<file path="src/rtl/alu_ctrl_pkg.sv">
// Shared encodings for the ALU control decoder and its pipelined wrapper.
package alu_ctrl_pkg;

    // ALUop codes from the instruction-decode stage
    localparam logic [2:0] OP_NONE  = 3'b000;
    localparam logic [2:0] OP_SLL   = 3'b001;
    localparam logic [2:0] OP_SRL   = 3'b010;
    localparam logic [2:0] OP_SRA   = 3'b011;
    localparam logic [2:0] OP_COMPI = 3'b100;
    localparam logic [2:0] OP_RTYPE = 3'b111;

    // R-type funct codes; anything outside 1..8 is undefined
    localparam logic [5:0] F_ADD   = 6'd1;
    localparam logic [5:0] F_COMP  = 6'd2;
    localparam logic [5:0] F_AND   = 6'd3;
    localparam logic [5:0] F_XOR   = 6'd4;
    localparam logic [5:0] F_DIFF  = 6'd5;
    localparam logic [5:0] F_SHLV  = 6'd6;
    localparam logic [5:0] F_SHRV  = 6'd7;
    localparam logic [5:0] F_SHRAV = 6'd8;

    // ALU control words (5 significant bits; wider words are zero-extended)
    localparam logic [4:0] CTRL_ADD  = 5'b00000;
    localparam logic [4:0] CTRL_AND  = 5'b00001;
    localparam logic [4:0] CTRL_XOR  = 5'b00010;
    localparam logic [4:0] CTRL_SLL  = 5'b00011;
    localparam logic [4:0] CTRL_SRL  = 5'b00111;
    localparam logic [4:0] CTRL_SRA  = 5'b01111;
    localparam logic [4:0] CTRL_COMP = 5'b01100;
    localparam logic [4:0] CTRL_DIFF = 5'b10000;

    // A control word selects the shifter when it is one of the three shift codes
    function automatic logic is_shift(input logic [4:0] c);
        return (c == CTRL_SLL) || (c == CTRL_SRL) || (c == CTRL_SRA);
    endfunction

endpackage

</file>
<file path="src/rtl/alu_ctrl_decode.sv">
// Combinational {ALUop, funct} -> {ctrl, illegal, shift} decoder.
module alu_ctrl_decode
    import alu_ctrl_pkg::*;
#(
    parameter int OP_W    = 3,
    parameter int FUNCT_W = 6,
    parameter int CTRL_W  = 5
) (
    input  logic [OP_W-1:0]    aluop,
    input  logic [FUNCT_W-1:0] funct,
    output logic [CTRL_W-1:0]  ctrl,
    output logic               illegal,
    output logic               shift
);

    logic [4:0] ctrl5;

    // Fixed-function ALUops ignore funct; R-type looks funct up, unknowns flag illegal
    always_comb begin
        ctrl5   = CTRL_ADD;
        illegal = 1'b0;
        case (aluop)
            OP_W'(OP_NONE):  ctrl5 = CTRL_ADD;
            OP_W'(OP_SLL):   ctrl5 = CTRL_SLL;
            OP_W'(OP_SRL):   ctrl5 = CTRL_SRL;
            OP_W'(OP_SRA):   ctrl5 = CTRL_SRA;
            OP_W'(OP_COMPI): ctrl5 = CTRL_COMP;
            OP_W'(OP_RTYPE): begin
                case (funct)
                    FUNCT_W'(F_ADD):   ctrl5 = CTRL_ADD;
                    FUNCT_W'(F_COMP):  ctrl5 = CTRL_COMP;
                    FUNCT_W'(F_AND):   ctrl5 = CTRL_AND;
                    FUNCT_W'(F_XOR):   ctrl5 = CTRL_XOR;
                    FUNCT_W'(F_DIFF):  ctrl5 = CTRL_DIFF;
                    FUNCT_W'(F_SHLV):  ctrl5 = CTRL_SLL;
                    FUNCT_W'(F_SHRV):  ctrl5 = CTRL_SRL;
                    FUNCT_W'(F_SHRAV): ctrl5 = CTRL_SRA;
                    default:           illegal = 1'b1;
                endcase
            end
            default: illegal = 1'b1;
        endcase
    end

    assign ctrl  = CTRL_W'(ctrl5);
    assign shift = is_shift(ctrl5);

endmodule

</file>
<file path="src/rtl/alu_ctrl_pipe.sv">
// Registered ALU control decoder: valid/ready input, DEPTH-entry result FIFO,
// saturating illegal-op counter for debug.
module alu_ctrl_pipe
    import alu_ctrl_pkg::*;
#(
    parameter int OP_W      = 3,
    parameter int FUNCT_W   = 6,
    parameter int CTRL_W    = 5,
    parameter int DEPTH     = 2,
    parameter int ERR_CNT_W = 8
) (
    input  logic                 clk,
    input  logic                 rst,
    input  logic                 in_valid,
    output logic                 in_ready,
    input  logic [OP_W-1:0]      in_aluop,
    input  logic [FUNCT_W-1:0]   in_funct,
    output logic                 out_valid,
    input  logic                 out_ready,
    output logic [CTRL_W-1:0]    out_ctrl,
    output logic                 out_illegal,
    output logic                 out_shift,
    output logic [ERR_CNT_W-1:0] err_cnt,
    input  logic                 cnt_clr
);

    localparam int PTR_W = $clog2(DEPTH);
    localparam int CNT_W = PTR_W + 1;

    logic [CTRL_W-1:0] dec_ctrl;
    logic              dec_illegal;
    logic              dec_shift;

    logic [CTRL_W-1:0] ctrl_mem [DEPTH];
    logic [DEPTH-1:0]  ill_mem;
    logic [DEPTH-1:0]  shf_mem;
    logic [PTR_W-1:0]  wr_ptr;
    logic [PTR_W-1:0]  rd_ptr;
    logic [CNT_W-1:0]  count;
    logic              full;
    logic              empty;
    logic              push;
    logic              pop;
    logic              ill_push;

    alu_ctrl_decode #(
        .OP_W    (OP_W),
        .FUNCT_W (FUNCT_W),
        .CTRL_W  (CTRL_W)
    ) u_decode (
        .aluop   (in_aluop),
        .funct   (in_funct),
        .ctrl    (dec_ctrl),
        .illegal (dec_illegal),
        .shift   (dec_shift)
    );

    // in_ready comes only from registered occupancy, so a full FIFO refuses a
    // push even when the head is popped in the same cycle
    assign full      = (count == CNT_W'(DEPTH));
    assign empty     = (count == '0);
    assign in_ready  = !full;
    assign out_valid = !empty;
    assign push      = in_valid && in_ready;
    assign pop       = out_valid && out_ready;
    assign ill_push  = push && dec_illegal;

    // Head outputs are forced to zero while nothing is buffered
    assign out_ctrl    = empty ? '0   : ctrl_mem[rd_ptr];
    assign out_illegal = empty ? 1'b0 : ill_mem[rd_ptr];
    assign out_shift   = empty ? 1'b0 : shf_mem[rd_ptr];

    // Payload storage; contents are only observed through the valid window
    always_ff @(posedge clk) begin
        if (push) begin
            ctrl_mem[wr_ptr] <= dec_ctrl;
            ill_mem[wr_ptr]  <= dec_illegal;
            shf_mem[wr_ptr]  <= dec_shift;
        end
    end

    // Pointers wrap modulo DEPTH; occupancy counter tracks full/empty
    always_ff @(posedge clk or negedge rst) begin
        if (!rst) begin
            wr_ptr <= '0;
            rd_ptr <= '0;
            count  <= '0;
        end else begin
            if (push) wr_ptr <= wr_ptr + PTR_W'(1);
            if (pop)  rd_ptr <= rd_ptr + PTR_W'(1);
            case ({push, pop})
                2'b10:   count <= count + CNT_W'(1);
                2'b01:   count <= count - CNT_W'(1);
                default: count <= count;
            endcase
        end
    end

    // Saturating illegal-op counter; a clear coinciding with an illegal push keeps that event
    always_ff @(posedge clk or negedge rst) begin
        if (!rst) begin
            err_cnt <= '0;
        end else if (cnt_clr) begin
            err_cnt <= ill_push ? ERR_CNT_W'(1) : '0;
        end else if (ill_push && (err_cnt != '1)) begin
            err_cnt <= err_cnt + ERR_CNT_W'(1);
        end
    end

endmodule

</file>
<file path="config.mk">
export PLATFORM = sky130hd
export DESIGN_NAME = alu_ctrl_pipe
export DESIGN_NICKNAME = d
export VERILOG_FILES = /design/src/rtl/alu_ctrl_pkg.sv /design/src/rtl/alu_ctrl_decode.sv /design/src/rtl/alu_ctrl_pipe.sv
export SDC_FILE = /design/constraint.sdc
export NUM_CORES = 1
export LEC_CHECK = 0
export CAP_MARGIN = 20
export CORE_ASPECT_RATIO = 0.8
export CORE_UTILIZATION = 54
export CTS_CLUSTER_SIZE = 25
export DETAILED_ROUTE_END_ITERATION = 10
export PLACE_DENSITY = 0.88
export REMOVE_ABC_BUFFERS = 1
export SYNTH_ARGS = -nofsm -noshare
export SYNTH_HDL_FRONTEND = slang
export SYNTH_SLANG_ARGS = --single-unit
</file>
<file path="constraint.sdc">
create_clock -name clk -period 3.4 [get_ports clk]
set_clock_uncertainty 0.05 [all_clocks]
set_input_delay 0.34 -clock clk [delete_from_list [all_inputs] [get_ports clk]]
set_output_delay 0.34 -clock clk [all_outputs]
set_load 0.02 [all_outputs]
</file>
==> flow_summary.toml, run 1 <==
[power]
irDropWorstVdd_uv = 197.8
total_power_uw = 1091
net-switching-power_uw = 414.8
p_leak_uw = 0.0006879
clock_power_share_pct = 12.0
power.share.sequential_pct = 43.2
power-per-cell-area_nw_per_um2 = 611.2
combinational_power_share_pct = 44.7
internal_power_uw = 675.7
swShare_pct = 38.04

[timing]
worstMarginPinSlew_ns = 0.7839
finalSetupViolCount = 0
final_hold_viol_count = 0
period_minus_slack_ns = 2.425
setup_tns_final_ns = 0
fmax_mhz = 412.4
timing.final.max_slew_violations = 0
min_period_over_period_pct = 71.32
fin_hold_ws_ns = 0.3092
setup_repair_after_global_routing_missed_its_margin = "false"
timing.slew.headroom_pct = 47.66

[worst_setup_path]
timing.rr.end = "err_cnt[5]$_DFFE_PN0P_"
crit_path_end_kind = "flop"
crit_required_ns = 3.61
rrSetupSlack_ns = 1.42
worst_setup_path_start_kind = "input pin"
crit_path_max_fanout = 12
critical_path_arrival_ns = 2.64
timing.reg2reg.worst_path_depth = 5
rr_startpoint = "err_cnt[0]$_DFFE_PN0P_"
worstSetupPathType = "input pin to flop"

[logic_synthesis]
synth-seq-cells = 26
dominantRegCellSynth = "edfxtp_1"
synth_warnings = 0
synthesis.area_per_instance_um2 = 10.77
synth_sequential_area_ratio_pct = 48.85
synthesized_netlist_cell_count = 137
synth-async-reset-ratio_pct = 46.15
synth.cell_area_um2 = 1475
synth.distinct_cells = 43
synth_edf_count = 14

[cells_and_area]
num_antenna_cells = 0
mostFrequentLayoutCells = "30 x clkdlybuf4s50_1, 16 x nor2_1, 14 x edfxtp_1"
fin_nets = 181
layout-area-overhead-vs-synth_pct = 20.95
post_route_cells_drive_above_1_share_pct = 6.098
layout_commonest_cell = "clkdlybuf4s50_1"

[clock_tree]
cts_sinks = 26
cts.hold.buffers_added = 0
worstSkewPairLatency_ns = 0.32
cts_setup_buffers = 0
cts_buffer_depth = 2
cts-buffers-inserted = 3
clock_root_buffer = "clkbuf_4"
cts.repair.resized = 0
tritoncts = "done"
htreeDepth = 1
clkSlewWorstSetupHoldPaths_ns = 0.14

[routing]
routed-via-count = 1175
drt-wirelength-per-cell_um = 15.85
wl_final_mm = 3.169
post_drt_via_cell_ratio = 5.875
route.antenna.remaining_nets = 0
drc_errors = 0
firstDrtPassIters = 4
first_iter_violations = 67

[grt]
grt_first_pass_wirelength_mm = 5.271
antenna_found_initial = 0
grtUsageMet3_pct = 3.209
gr_layer_usage_met1_pct = 31.28
global_route.usage.total_pct = 23.92
globalRouteMet2Util_pct = 41.94
vias_in_the_first_global_route = 1143
grt_remaining_overflow = 0
largest_net_degree_at_the_start_of_global_routing = 15
busiest_layer = "met2"

[floorplanning]
die_area_um2 = 2946
num_io_pins = 31
coreArea_um2 = 2522
start_util_pct = 58.48
die_width_um = 60.44
die_h_um = 48.75
floorplan.rows = 16

[min_path]
hp-class = "input pin to async pin"

[status]
outcome = "finished, final reports clean"

[placement]
routabilityCongestion = 0.9125
dp.final_hpwl_mm = 2.310
numPortBuffers = 30

[job]
max_cap_violations = 0
-- logic make-up (layout without fill, tap and decap cells) --
group / after synthesis / in the layout / share of synthesized area (%)
AND/OR/NAND/NOR: 49 / 49 / 18.66
AO/OA/AOI/OAI: 28 / 28 / 13.32
flip-flops: 26 / 26 / 48.85
buffers and inverters: 15 / 42 / 6.276
multiplexers: 10 / 10 / 7.040
XOR/XNOR: 7 / 7 / 4.156
adder cells (fa/ha/maj): 2 / 2 / 1.696
-- critical path: stages --
cell,delay [ns]
clkdlybuf4s50_1,0.57
o31a_1,0.38
o311ai_2,0.70
inv_1,0.24
a31oi_1,0.27
o21a_1,0.14
-- worst max-delay path by stage --
stage	slack [ns]	to	startpoint
after floorplan	1.55	err_cnt[7]$_DFFE_PN0P_	err_cnt[0]$_DFFE_PN0P_
after global placement	0.88	err_cnt[7]$_DFFE_PN0P_	in_funct[1]
after detailed placement	0.80	err_cnt[0]$_DFFE_PN0P_	in_funct[1]
after CTS	1.00	err_cnt[0]$_DFFE_PN0P_	in_funct[1]
after global routing	0.90	err_cnt[0]$_DFFE_PN0P_	in_funct[1]
final	0.98	err_cnt[0]$_DFFE_PN0P_	in_funct[1]
-- flip-flops by register name, indices dropped and copies added (netlist names) --
signal,count
wr_ptr,1
ctrl_mem,10
count,2
err_cnt,8
rd_ptr,1
ill_mem,2
shf_mem,2
-- power groups by stage --
stage	clock network (uW)	registers (uW)	logic [uW]
2_1_floorplan	0	467	277
3_3_place_gp	0	472	461
3_5_place_dp	0	479	486
4_1_cts	133	473	490
5_1_grt	145	482	524
6_report	131	472	488
-- cell usage after synthesis, drive strengths merged, types with 2 or more instances --
cell / count / share of area, %
buf: 5 / 3.3
nand3: 4 / 1.4
mux2: 3 / 2.3
mux2i: 7 / 4.7
xnor2: 4 / 2.4
nor2: 16 / 4.1
o211a: 2 / 1.4
o22ai: 2 / 0.85
a31oi: 4 / 1.7
nand2: 5 / 1.3
nand2b: 2 / 0.85
or4: 3 / 1.5
nor2b: 3 / 1.3
o21ai: 3 / 1.0
inv: 8 / 2.0
nor4: 4 / 2.7
xor2: 3 / 1.8
nor3: 3 / 1.0
o31ai: 2 / 1.0
edfxtp: 14 / 28
a21oi: 7 / 2.4
ha: 2 / 1.7
dfrtp: 12 / 20
nand4: 2 / 0.85
-- cell type report --
| type | instances | area [um2] |
|---|---|---|
| Sequential cell | 26 | 720.7 |
| Clock buffer | 3 | 22.52 |
| Multi-Input combinational cell | 96 | 661.9 |
| Tap cell | 36 | 45.04 |
| Fill cell | 207 | 738.2 |
| Clock inverter | 1 | 3.754 |
| Timing Repair Buffer | 30 | 300.3 |
| Inverter | 8 | 30.03 |
-- stage by stage --
step,setup slack (ns),cell area [um2],std cells,utilization (%)
6_report,0.9752,1784,200,70.73
5_1_grt,0.8968,1784,200,70.73
4_1_cts,1.004,1784,200,70.73
3_5_place_dp,0.7975,1758,196,69.69
3_3_place_gp,0.8838,1758,196,69.69
2_1_floorplan,1.552,1413,130,-
-- layer usage --
layer  vias to the layer above  wire length, um
li1                        559                -
met1                       556             1313
met2                        58             1649
met3                         2              186
met4                         0               19
met5                         -                0
Note: power is estimated with default switching activity, not from simulation.
==> inputs of run 2 (changes only) <==
--- a/config.mk
+++ b/config.mk
@@ -7,10 +7,10 @@
 export LEC_CHECK = 0
 export CAP_MARGIN = 20
 export CORE_ASPECT_RATIO = 0.8
-export CORE_UTILIZATION = 54
+export CORE_UTILIZATION = 45
 export CTS_CLUSTER_SIZE = 25
 export DETAILED_ROUTE_END_ITERATION = 10
-export PLACE_DENSITY = 0.88
+export PLACE_DENSITY = 0.79
 export REMOVE_ABC_BUFFERS = 1
 export SYNTH_ARGS = -nofsm -noshare
 export SYNTH_HDL_FRONTEND = slang
==> constraint.sdc (replaced) <==
create_clock -name clk -period 2 [get_ports clk]
set_clock_uncertainty 0.05 [all_clocks]
set_input_delay 0.2 -clock clk [delete_from_list [all_inputs] [get_ports clk]]
set_output_delay 0.2 -clock clk [all_outputs]
set_load 0.02 [all_outputs]
==> run 2 against run 1 <==
Effect of this change: count of clock-buffer cells in the layout increased by 1; die area increased by 19%; cell count grew 9.0%; worst hold slack got worse by 0.061 ns; critical endpoint is now err_cnt[7]$_DFFE_PN0P_; sequential power rose by 70%; final area increased by 8.7%; global-route usage down 4.8 points.
==> flow_summary.toml, run 2 (synthesis gave the netlist of run 1 again) <==
[cells_and_area]
largest_reg_flops = 10
post_route_cells_drive_above_1_share_pct = 15.73
layout_commonest_cell = "clkdlybuf4s50_1"
layout-area-overhead-vs-synth_pct = 31.47
instances_no_fill = 218
num_antenna_cells = 0
mostFrequentLayoutCells = "30 x clkdlybuf4s50_1, 15 x nor2_1, 14 x edfxtp_1, 14 x buf_4, 11 x dfrtp_1"
fin_nets = 195
largest-register = "ctrl_mem"
reg.largest.list = "ctrl_mem (10), err_cnt (8)"

[floorplanning]
die_h_um = 53.21
coreArea_um2 = 3108
die_area_um2 = 3513
num_io_pins = 31
start_util_pct = 47.46
floorplan.rows = 18
die_width_um = 66.02

[grt]
busiest_layer = "met2"
antenna_found_initial = 0
grt_remaining_overflow = 0
globalRouteMet2Util_pct = 31.46
grt_first_pass_wirelength_mm = 4.871
gr_layer_usage_met1_pct = 24.86
grtUsageMet3_pct = 4.957
largest_net_degree_at_the_start_of_global_routing = 15
vias_in_the_first_global_route = 1106
global_route.usage.total_pct = 19.13

[clock_tree]
clkSlewWorstSetupHoldPaths_ns = 0.08
htreeDepth = 1
cts_buffer_depth = 2
cts_sinks = 26
cts.hold.buffers_added = 0
clock_root_buffer = "clkbuf_8"
worstSkewPairLatency_ns = 0.26
tritoncts = "done"
cts-buffers-inserted = 3

[min_path]
hp-class = "input pin to async pin"

[timing]
fmax_mhz = 518.6
setup_repair_after_global_routing_missed_its_margin = "false"
finalSetupViolCount = 0
period_minus_slack_ns = 1.928
worstMarginPinSlew_ns = 0.5812
fin_hold_ws_ns = 0.2483
final_hold_viol_count = 0
min_period_over_period_pct = 96.41
timing.slew.headroom_pct = 61.13
timing.final.max_slew_violations = 0
postLayoutSetupSlackWorst_ns = 0.07189

[worst_setup_path]
rrSetupSlack_ns = 0.17
crit_required_ns = 2.11
crit_path_top_delay_cell = "clkdlybuf4s50_1"
critical_path_depth = 6
crit_path_max_fanout = 11
timing.reg2reg.worst_path_depth = 5
worst_setup_path_start_kind = "input pin"
crit_family = "buffers and inverters"
max_stage_delay_ns = 0.66
critical_path_arrival_ns = 2.03
critical_path_buf_inv_count = 2
worstSetupPathType = "input pin to flop"
crit_path_end_kind = "flop"
critical_path.cell_chain = "clkdlybuf4s50_1 > o31a_1 > o311ai_2 > buf_4 > nor4_1 > mux2_2"

[routing]
drt-wirelength-per-cell_um = 13.77
firstDrtPassIters = 4
route.antenna.remaining_nets = 0
wl_final_mm = 3.002
drc_errors = 0
first_iter_violations = 53
post_drt_via_cell_ratio = 5.431
routed-via-count = 1184

[placement]
routabilityCongestion = 0.9347
dp.final_hpwl_mm = 2.359
post_placement_worst_setup_slack_ns = -0.2313
numPortBuffers = 30
dp.cells = 214

[job]
max_cap_violations = 0

[power]
irDropWorstVdd_uv = 394.3
power-per-cell-area_nw_per_um2 = 1032
p_leak_uw = 0.0007691
total_power_uw = 2001

[status]
outcome = "finished, final reports clean"
[run 2: through the flow]
stage               cell area, um2  util [%]  setup TNS [ns]
finish                        1939     62.40               0
global route                  1939     62.40               0
CTS                           1927     62.00               0
detailed placement            1868     60.10          -1.690
global placement              1868     60.10         -0.7958
floorplan                     1413         -               0
[run 2: layout make-up]
type,count,area (um2)
Inverter,8,30.03
Tap cell,40,50.05
Timing Repair Buffer,44,405.4
Fill cell,259,1169
Multi-Input combinational cell,96,676.9
Clock buffer,4,55.05
Sequential cell,26,721.9
[run 2: layer usage]
layer,wire length [um],vias up
li1,-,586
met1,1390,571
met2,1480,25
met3,107,2
met4,24,0
met5,0,-
[run 2: report_power, final]
group	total (uW)	internal (uW)	switching, uW	leakage, uW
Sequential	801	700	101	0.000288
Clock	328	176	152	0.0000288
Combinational	872	424	448	0.000452
[run 2: path summary, 6_finish.rpt]
check | from | endpoint
worst max-delay path | in_funct[2] | err_cnt[7]$_DFFE_PN0P_
worst min-delay path | rst | err_cnt[5]$_DFFE_PN0P_
worst max register to register | err_cnt[1]$_DFFE_PN0P_ | err_cnt[7]$_DFFE_PN0P_
worst min register to register | wr_ptr$_DFFE_PN0P_ | wr_ptr$_DFFE_PN0P_
max in group asynchronous | rst | rd_ptr$_DFFE_PN0P_
min in group clk | wr_ptr$_DFFE_PN0P_ | wr_ptr$_DFFE_PN0P_
[run 2: timing repair]
item                                    CTS  global route
setup buffers                             0             0
hold endpoints to repair                  0             0
pin swaps                                 0             0
endpoints found under the setup margin    8             9
gates resized for setup                   2             2
==> inputs of run 3 (changes only) <==
--- a/config.mk
+++ b/config.mk
@@ -5,11 +5,13 @@
 export SDC_FILE = /design/constraint.sdc
 export NUM_CORES = 1
 export LEC_CHECK = 0
+export ABC_CLOCK_PERIOD_IN_PS = 2000
 export CAP_MARGIN = 20
 export CORE_ASPECT_RATIO = 0.8
 export CORE_UTILIZATION = 45
 export CTS_CLUSTER_SIZE = 25
 export DETAILED_ROUTE_END_ITERATION = 10
+export GPL_TIMING_DRIVEN = 1
 export PLACE_DENSITY = 0.79
 export REMOVE_ABC_BUFFERS = 1
 export SYNTH_ARGS = -nofsm -noshare
==> results of run 3 <==
No change in the layout: final DEF, timing and power equal those of run 2.
